==> config.mk <==
export PLATFORM = sky130hd
export DESIGN_NAME = vector_instr_scheduler
export DESIGN_NICKNAME = d
export VERILOG_FILES = /design/src/rtl/vector_instr_scheduler.sv
export SDC_FILE = /design/constraint.sdc
export NUM_CORES = 1
export LEC_CHECK = 0
export CORE_MARGIN = 2
export CORE_UTILIZATION = 55
export DETAILED_ROUTE_END_ITERATION = 10
export GPL_ROUTABILITY_DRIVEN = 0
export GPL_TIMING_DRIVEN = 0
export PLACE_DENSITY = 0.85
export SYNTH_ARGS = -nofsm -noshare
export SYNTH_HDL_FRONTEND = slang
export SYNTH_SLANG_ARGS = --single-unit
==> constraint.sdc <==
create_clock -name clock -period 4.17 [get_ports clock]
set_clock_uncertainty 0.05 [all_clocks]
set_input_delay 0.6255 -clock clock [delete_from_list [all_inputs] [get_ports clock]]
set_output_delay 0.6255 -clock clock [all_outputs]
set_load 0.01 [all_outputs]
==> src/rtl/vector_instr_scheduler.sv <==
// Front-end sequencer: round-robin arbitration of two requesters into a FIFO,
// single-op issue to vector_processor with completion tracking and watchdog abort.
module vector_instr_scheduler #(
  parameter int DATA_WIDTH     = 32,
  parameter int FIFO_DEPTH     = 4,
  parameter int TIMEOUT_CYCLES = 64
) (
  input  logic                          clock,
  input  logic                          reset_n,
  input  logic                          req0_valid,
  input  logic [DATA_WIDTH-1:0]         req0_instr,
  output logic                          req0_ready,
  input  logic                          req1_valid,
  input  logic [DATA_WIDTH-1:0]         req1_instr,
  output logic                          req1_ready,
  output logic                          vp_enable,
  output logic [DATA_WIDTH-1:0]         vp_instruction,
  input  logic [DATA_WIDTH-1:0]         vp_data_out,
  input  logic                          vp_data_valid,
  output logic                          vp_flush,
  output logic                          rsp_valid,
  output logic                          rsp_src,
  output logic [DATA_WIDTH-1:0]         rsp_data,
  output logic                          rsp_err,
  output logic [$clog2(FIFO_DEPTH):0]   fifo_count,
  output logic                          busy,
  output logic                          timeout_err,
  input  logic                          clear_err
);

  localparam int AW  = $clog2(FIFO_DEPTH);
  localparam int CW  = AW + 1;
  localparam int RCW = $clog2(TIMEOUT_CYCLES);

  typedef enum logic {S_IDLE, S_RUN} state_t;

  state_t                  r_state;
  logic [DATA_WIDTH:0]     r_mem [FIFO_DEPTH];
  logic [AW-1:0]           r_wptr;
  logic [AW-1:0]           r_rptr;
  logic [CW-1:0]           r_count;
  logic                    r_rr;
  logic [RCW-1:0]          r_run_cnt;
  logic [DATA_WIDTH-1:0]   r_cur_instr;
  logic                    r_cur_src;
  logic                    r_rsp_valid;
  logic                    r_rsp_src;
  logic [DATA_WIDTH-1:0]   r_rsp_data;
  logic                    r_rsp_err;
  logic                    r_flush;
  logic                    r_timeout_err;

  logic                    w_full;
  logic                    w_empty;
  logic                    w_grant0;
  logic                    w_grant1;
  logic                    w_push;
  logic                    w_pop;
  logic [DATA_WIDTH:0]     w_push_data;
  logic                    w_complete;
  logic                    w_timeout;

  assign w_full  = (r_count == CW'(FIFO_DEPTH));
  assign w_empty = (r_count == '0);

  // r_rr names the requester preferred when both are valid
  assign w_grant0    = ~w_full & req0_valid & (~req1_valid | ~r_rr);
  assign w_grant1    = ~w_full & req1_valid & (~req0_valid |  r_rr);
  assign req0_ready  = w_grant0;
  assign req1_ready  = w_grant1;
  assign w_push      = w_grant0 | w_grant1;
  assign w_push_data = w_grant1 ? {1'b1, req1_instr} : {1'b0, req0_instr};
  assign w_pop       = (r_state == S_IDLE) & ~w_empty;

  // run_cnt==0 ignores the processor's stale data_valid from the previous op
  assign w_complete = (r_state == S_RUN) & vp_data_valid & (r_run_cnt != '0);
  assign w_timeout  = (r_state == S_RUN) & ~w_complete &
                      (r_run_cnt == RCW'(TIMEOUT_CYCLES - 1));
  assign vp_enable  = (r_state == S_RUN) & ~w_complete;

  always_ff @(posedge clock) begin
    if (w_push) r_mem[r_wptr] <= w_push_data;
  end

  always_ff @(posedge clock or negedge reset_n) begin
    if (!reset_n) begin
      r_wptr  <= '0;
      r_rptr  <= '0;
      r_count <= '0;
      r_rr    <= 1'b0;
    end else begin
      if (w_push) begin
        r_wptr <= r_wptr + 1'b1;
        r_rr   <= ~w_grant1;
      end
      if (w_pop) r_rptr <= r_rptr + 1'b1;
      case ({w_push, w_pop})
        2'b10:   r_count <= r_count + 1'b1;
        2'b01:   r_count <= r_count - 1'b1;
        default: r_count <= r_count;
      endcase
    end
  end

  always_ff @(posedge clock or negedge reset_n) begin
    if (!reset_n) begin
      r_state       <= S_IDLE;
      r_run_cnt     <= '0;
      r_cur_instr   <= '0;
      r_cur_src     <= 1'b0;
      r_rsp_valid   <= 1'b0;
      r_rsp_src     <= 1'b0;
      r_rsp_data    <= '0;
      r_rsp_err     <= 1'b0;
      r_flush       <= 1'b0;
      r_timeout_err <= 1'b0;
    end else begin
      r_rsp_valid <= 1'b0;
      r_flush     <= 1'b0;
      case (r_state)
        S_IDLE: begin
          if (w_pop) begin
            {r_cur_src, r_cur_instr} <= r_mem[r_rptr];
            r_run_cnt <= '0;
            r_state   <= S_RUN;
          end
        end
        S_RUN: begin
          if (w_complete) begin
            r_rsp_valid <= 1'b1;
            r_rsp_src   <= r_cur_src;
            r_rsp_data  <= vp_data_out;
            r_rsp_err   <= 1'b0;
            r_state     <= S_IDLE;
          end else if (w_timeout) begin
            r_flush     <= 1'b1;
            r_rsp_valid <= 1'b1;
            r_rsp_src   <= r_cur_src;
            r_rsp_data  <= '0;
            r_rsp_err   <= 1'b1;
            r_state     <= S_IDLE;
          end else begin
            r_run_cnt <= r_run_cnt + 1'b1;
          end
        end
        default: r_state <= S_IDLE;
      endcase
      if (w_timeout)      r_timeout_err <= 1'b1;
      else if (clear_err) r_timeout_err <= 1'b0;
    end
  end

  assign vp_instruction = r_cur_instr;
  assign vp_flush       = r_flush;
  assign rsp_valid      = r_rsp_valid;
  assign rsp_src        = r_rsp_src;
  assign rsp_data       = r_rsp_data;
  assign rsp_err        = r_rsp_err;
  assign fifo_count     = r_count;
  assign busy           = (r_state == S_RUN) | ~w_empty;
  assign timeout_err    = r_timeout_err;

endmodule

Word-level counts from Yosys, hierarchy flattened
Memory sizes are Yosys's and may differ from the RTL's. A register that Yosys moved wholly into a read port is not among the register bits.
Cells that the tools add are included.
- add/sub/neg operators: 5
- eq/ne operators: 7
- mux-type cells: 25
- bitwise gates (word level): 21
- reduce and logical (&&, ||, !) cells: 9
- operator list (cell ; count):
    32-bit 2-to-1 mux ; 2
    33-bit 2-to-1 mux ; 1
    6-bit 2-to-1 mux ; 3
    1-bit 2-to-1 mux ; 16
    6-bit case mux with 2 select lines ; 1
    1-bit AND ; 9
    1-bit inverter ; 8
    6-bit by 1-bit adder with 6-bit output, second input constant ; 1
    6-bit equality test, second input constant ; 1
    2-bit != test, second input constant ; 3
    3-bit case mux with 2 select lines ; 1
    2-bit nonzero test ; 3
    6-bit nonzero test ; 1
    2-bit by 1-bit adder with 2-bit output, second input constant ; 2
    1-bit OR ; 4
    2-bit AND reduction ; 2
    3-bit by 1-bit adder with 3-bit output, second input constant ; 1
    3-bit equality test, second input constant ; 1
    3-bit zero test ; 1
    3-bit AND reduction ; 1
    3-bit by 1-bit subtractor with 3-bit output, second input constant ; 1
    2-bit by 1-bit equality test with 1-bit output, second input constant ; 1
    2-bit equality test, second input constant ; 1
    1-bit case mux with 2 select lines ; 1
    1-bit zero test ; 1
- bits in registers: 52
- bits in writable memories: 132
- input bits: 102
- output and inout bits: 76
- word-level logic and storage cells: 80
- memories kept: 1
- memories (name ; depth ; width ; rd ports ; clocked after Yosys merged registers in ; write ports ; RTL line ; source):
    r_mem ; 4 ; 33 ; 1 ; 1 ; 1 ; 38 ; logic [DATA_WIDTH:0] r_mem [FIFO_DEPTH];

Longest topological paths before layout
- word-level depth: 8
- depth in mapped cells: 10
- depth with buffers taken out: 10

Least setup slack after synthesis
Ideal clock, no wire load.
- kind: reg2reg
- start point: register r_count[0], in the netlist fifo_count[0]
- end point: register r_count[2], in the netlist fifo_count[2]
- library setup time: 0.079 ns
- arrival: 2.123 ns
- required time: 4.041 ns
- path slack: 1.918 ns
- cell stages (with the launch flop): 11
- path buffers: 1
- period minus slack after synthesis: 2.252 ns
- cell sequence: dfrtp_1 -> nor3_1 -> or2_2 -> inv_1 -> clkbuf_1 -> ha_1 -> inv_1 -> fa_1 -> xor2_1 -> nor2_1 -> xor2_1
- elaborated cells between the ends (all ways): 16
- those cells by class: add/sub (2); eq/ne (3); mux (1); bitwise (8); reduce/logical (2)
- RTL lines (item ; RTL line ; source):
    start: declaration ; 41 ; logic [CW-1:0] r_count;
    start signal: assignment ; 98 ; 2'b10: r_count <= r_count + 1'b1;
    start signal: assignment ; 99 ; 2'b01: r_count <= r_count - 1'b1;
    start signal: assignment ; 100 ; default: r_count <= r_count;
    3-bit zero test * ; 64 ; assign w_empty = (r_count == '0);
    1-bit inverter * ; 73 ; assign w_pop = (r_state == S_IDLE) & ~w_empty;
    1-bit AND * ; 73 ;
    net w_pop ; 58 ; logic w_pop;
    2-bit by 1-bit equality test with 1-bit output or 2-bit equality test (tied branches) ; 97 ; case ({w_push, w_pop})
    3-bit case mux with 2 select lines or 2-bit nonzero test (tied branches) ; -- ;
The timed path passes the listed nets; every way through them passes the cells marked *.
A chain may end at the register's enable or synchronous reset.

Worst setup path in the final report
- start point: input req0_valid
- end point: output req1_ready
- word-level cells in the longest chain between the ends: 3
- ends and longest elaborated chain (item ; RTL line ; source):
    start: declaration ; 10 ; input logic req0_valid,
    1-bit inverter ; 68 ; assign w_grant1 = ~w_full & req1_valid & (~req0_valid | r_rr);
    1-bit OR ; 68 ;
    1-bit AND ; 68 ;
    end: declaration ; 15 ; output logic req1_ready,
No other way between the ends.

==> metrics.txt <==
antenna-violating nets left 0; Mapped Avg Cell Area between 15 and 20 um2; PnR worst setup slack 814.8 ps; Critical Path, Cell by Cell clkdlybuf4s50_1 -> nand2b_1 -> nand3_1 -> buf_2 -> inv_1 -> clkdlybuf4s50_1; RR Startpoint fifo_count[0]; R2R depth 10; Netlist Area Pre-Place 8559 um2; IO buf count about 180; flops & latches, synth 217; internal reg-to-reg setup slack 1550 ps; Cell Area, Placed 10,640 um2; slowest CP cell clkdlybuf4s50_1; Critical Path RT 3490 ps; PD cells 769.0 nW/um2; fin crit share 80.46%; overall routing resource usage 23.19%; Post-synth EDFFs 132; layout cell share with drive strength beyond 1 16.89%; max incr delay on CP 610 ps; first-pass GRT wire length ~29 mm; hold_buf cts 1; Post-Syn Instances 523; vias in the first global route 5,549; clock-pin slew on the worst setup and hold paths 60 ps; routed length per instance 20.32 um; Clock Path Buffers 3; TritonCTS clock tree yes; CTS Sinks 217; setup tns final 0 ps; xor-xnor portion of the synthesized cell area 0.6139%; complex-gate fraction of the synthesized area around 4.7%; largest net degree at the start of global routing 71; Die X-Extent 128.8 um; # diodes 0; Hold EP vp_instruction[27]; most frequent cells in the layout clkdlybuf4s50_1 (176), edfxtp_1 (132), nand2_1 (107); Synth Flop Type edfxtp_1; fmax 298.0 MHz; Placed Cells 891; Rel. slew slack 36.48%; TritonRoute pass-1 iters 5; minimum clock period around 3400 ps; sequential area share after synthesis 71.16%; reg2reg end fifo_count[2]; DR iter-0 viols roughly 340; Crit Path Class input pin to primary output; Highest Signal Layer met4; status finished clean; critical-path maximum fanout 10; Die ar. 16,580 um2; # DRC 0; ys async rst share 39.17%; global route overflow 0; Netlist cell types 42; post-CTS setup buffers 0; Most common cell on crit path clkdlybuf4s50_1; total CTS buffers 23; H-tree Lvls 1; Die Ht about 130 um; Max-Cap Viols 0; root buf cell clkbuf_16; crit start category input pin; placement row count between 40 and 50; worst vdd ir 0.4173 mV; Post-Route WL 18.98 mm; Synth Warn # 0; final-report setup violation count 0; RSZ-0062 raised after global routing false; met3 WL post-DR 1.526 mm; initial antenna violation count 0; Fillers 937; Adder-Cell Fraction of Synth Area 1.257%; final hold violations 0; multiplexer share of the synthesized area 13.52%; I/O Pins roughly 180; worst hold stages 2; Synth top area share 46.31%; Initial Util 56.30%; CORE AREA about 15,000 um2; main combinational cell family by area after synthesis multiplexers; Worst setup EP type primary output; HP Start vp_instruction[27]; Synth Area in Simple Gates 6.417%; Resized Gates After CTS 0; WL met2 about 9.7 mm; Via density around 5.6; delay-heaviest family, CP buffers and inverters; HPWL Detailed 12.07 mm; met1 WL 7.361 mm; Yosys top cell by area edfxtp_1; Pleak 0.004492 uW; Worst Path Buf+Inv 4; final std cells w/o fill 934; most common cell after layout, fill and taps aside clkdlybuf4s50_1; Place WS 833.5 ps; fin area 11,380 um2; top cells by area, synth edfxtp_1 (46%), dfrtp_1 (25%), mux4_2 (8.7%); arrival time of the worst setup path 2680 ps; net count after synthesis 633; Vias ~5.3k; P&R area growth vs syn 32.93%; worst hold path type flip-flop to flip-flop; worst skew pair latency 510 ps; fin nets 839; final slew viol count 0; Worst-Margin Slew 952.8 ps
[cell families (layout without fill, tap and decap cells)]
kind of cell    Yosys count  after routing
simple gates            132            132
flops                   217            217
compound gates           48             48
fa+ha+maj                 8              8
mux                      70             70
buf+inv                  42            265
xor+xnor                  6              6
[worst min-delay path: stages, from the launching register on]
cell and delay (ps):
dfrtp_1 340, nand2_1 50, nand2_1 50
[layout make-up]
class,count,area (um2),share of cell area [%]
clock buffers,33,653.1,5.740
repair buffers,181,1847,16.23
clock inverters,9,78.83,0.6928
multi-input cells,264,2276,20.00
flip-flops and latches,217,6091,53.53
well taps,188,235.2,2.067
inverters,16,60.06,0.5278
plain buffers,26,137.6,1.210
[power by group]
group          switching, uW  total (uW)  internal (uW)  leakage, uW
clock                    811        1970           1160     0.000358
combinational           1610        3220           1610      0.00186
sequential               353        3560           3210      0.00228
total                   2780        8750           5970      0.00449
[sequential cells by signal, indices dropped and copies added, names as in the netlist]
signal,flops
r_mem,132
rsp_data,32
vp_instruction,32
r_run_cnt,6
fifo_count,3
r_rptr,2
r_wptr,2
r_cur_src,1
r_rr,1
r_state,1
rsp_err,1
rsp_src,1
rsp_valid,1
timeout_err,1
vp_flush,1
[cells in the mapped netlist, types with 2 or more instances]
master    count
xnor2_1       4
o21ai_0       3
xor2_1        2
ha_1          7
inv_1        16
nand3_1       3
edfxtp_1    132
and2_1        4
nand2_1     107
a22o_1       32
buf_1         2
nor2_1        4
mux4_2       33
nand2b_1      2
and3_1        3
buf_2         8
or2_2         2
dfrtp_1      85
mux2_2       35
buf_6         4
o31ai_1       2
mux2i_1       2
clkbuf_1     12
[metal layers]
metal	global-route usage, %	up-vias
met1	28.93	2643
met2	41.46	257
met3	4.823	30
li1	-	2346
met5	0	-
met4	6.522	0
[worst max path at each step]
stage | start | to | slack (ps) | cells after the start
after detailed placement | req0_valid | req1_ready | 830 | 6
after global placement | reset_n | vp_instruction[8] | -640 | 1
after floorplan | fifo_count[0] | fifo_count[2] | 1920 | 10
after CTS | fifo_count[0] | req1_ready | 810 | 6
final | req0_valid | req1_ready | 810 | 6
after global routing | fifo_count[0] | req1_ready | 690 | 6
[per-stage QoR]
step / utilization, % / hold slack (ps) / power, uW
6_report: 74.85 / 423.9 / 8750
5_1_grt: 74.85 / 443.8 / 9211
4_1_cts: 74.85 / 429.4 / 8830
3_5_place_dp: 69.97 / 415.4 / 6808
3_3_place_gp: 69.51 / 409.4 / 6608
2_1_floorplan: - / 279.9 / 5367
Note: power is estimated with default switching activity, not from simulation.
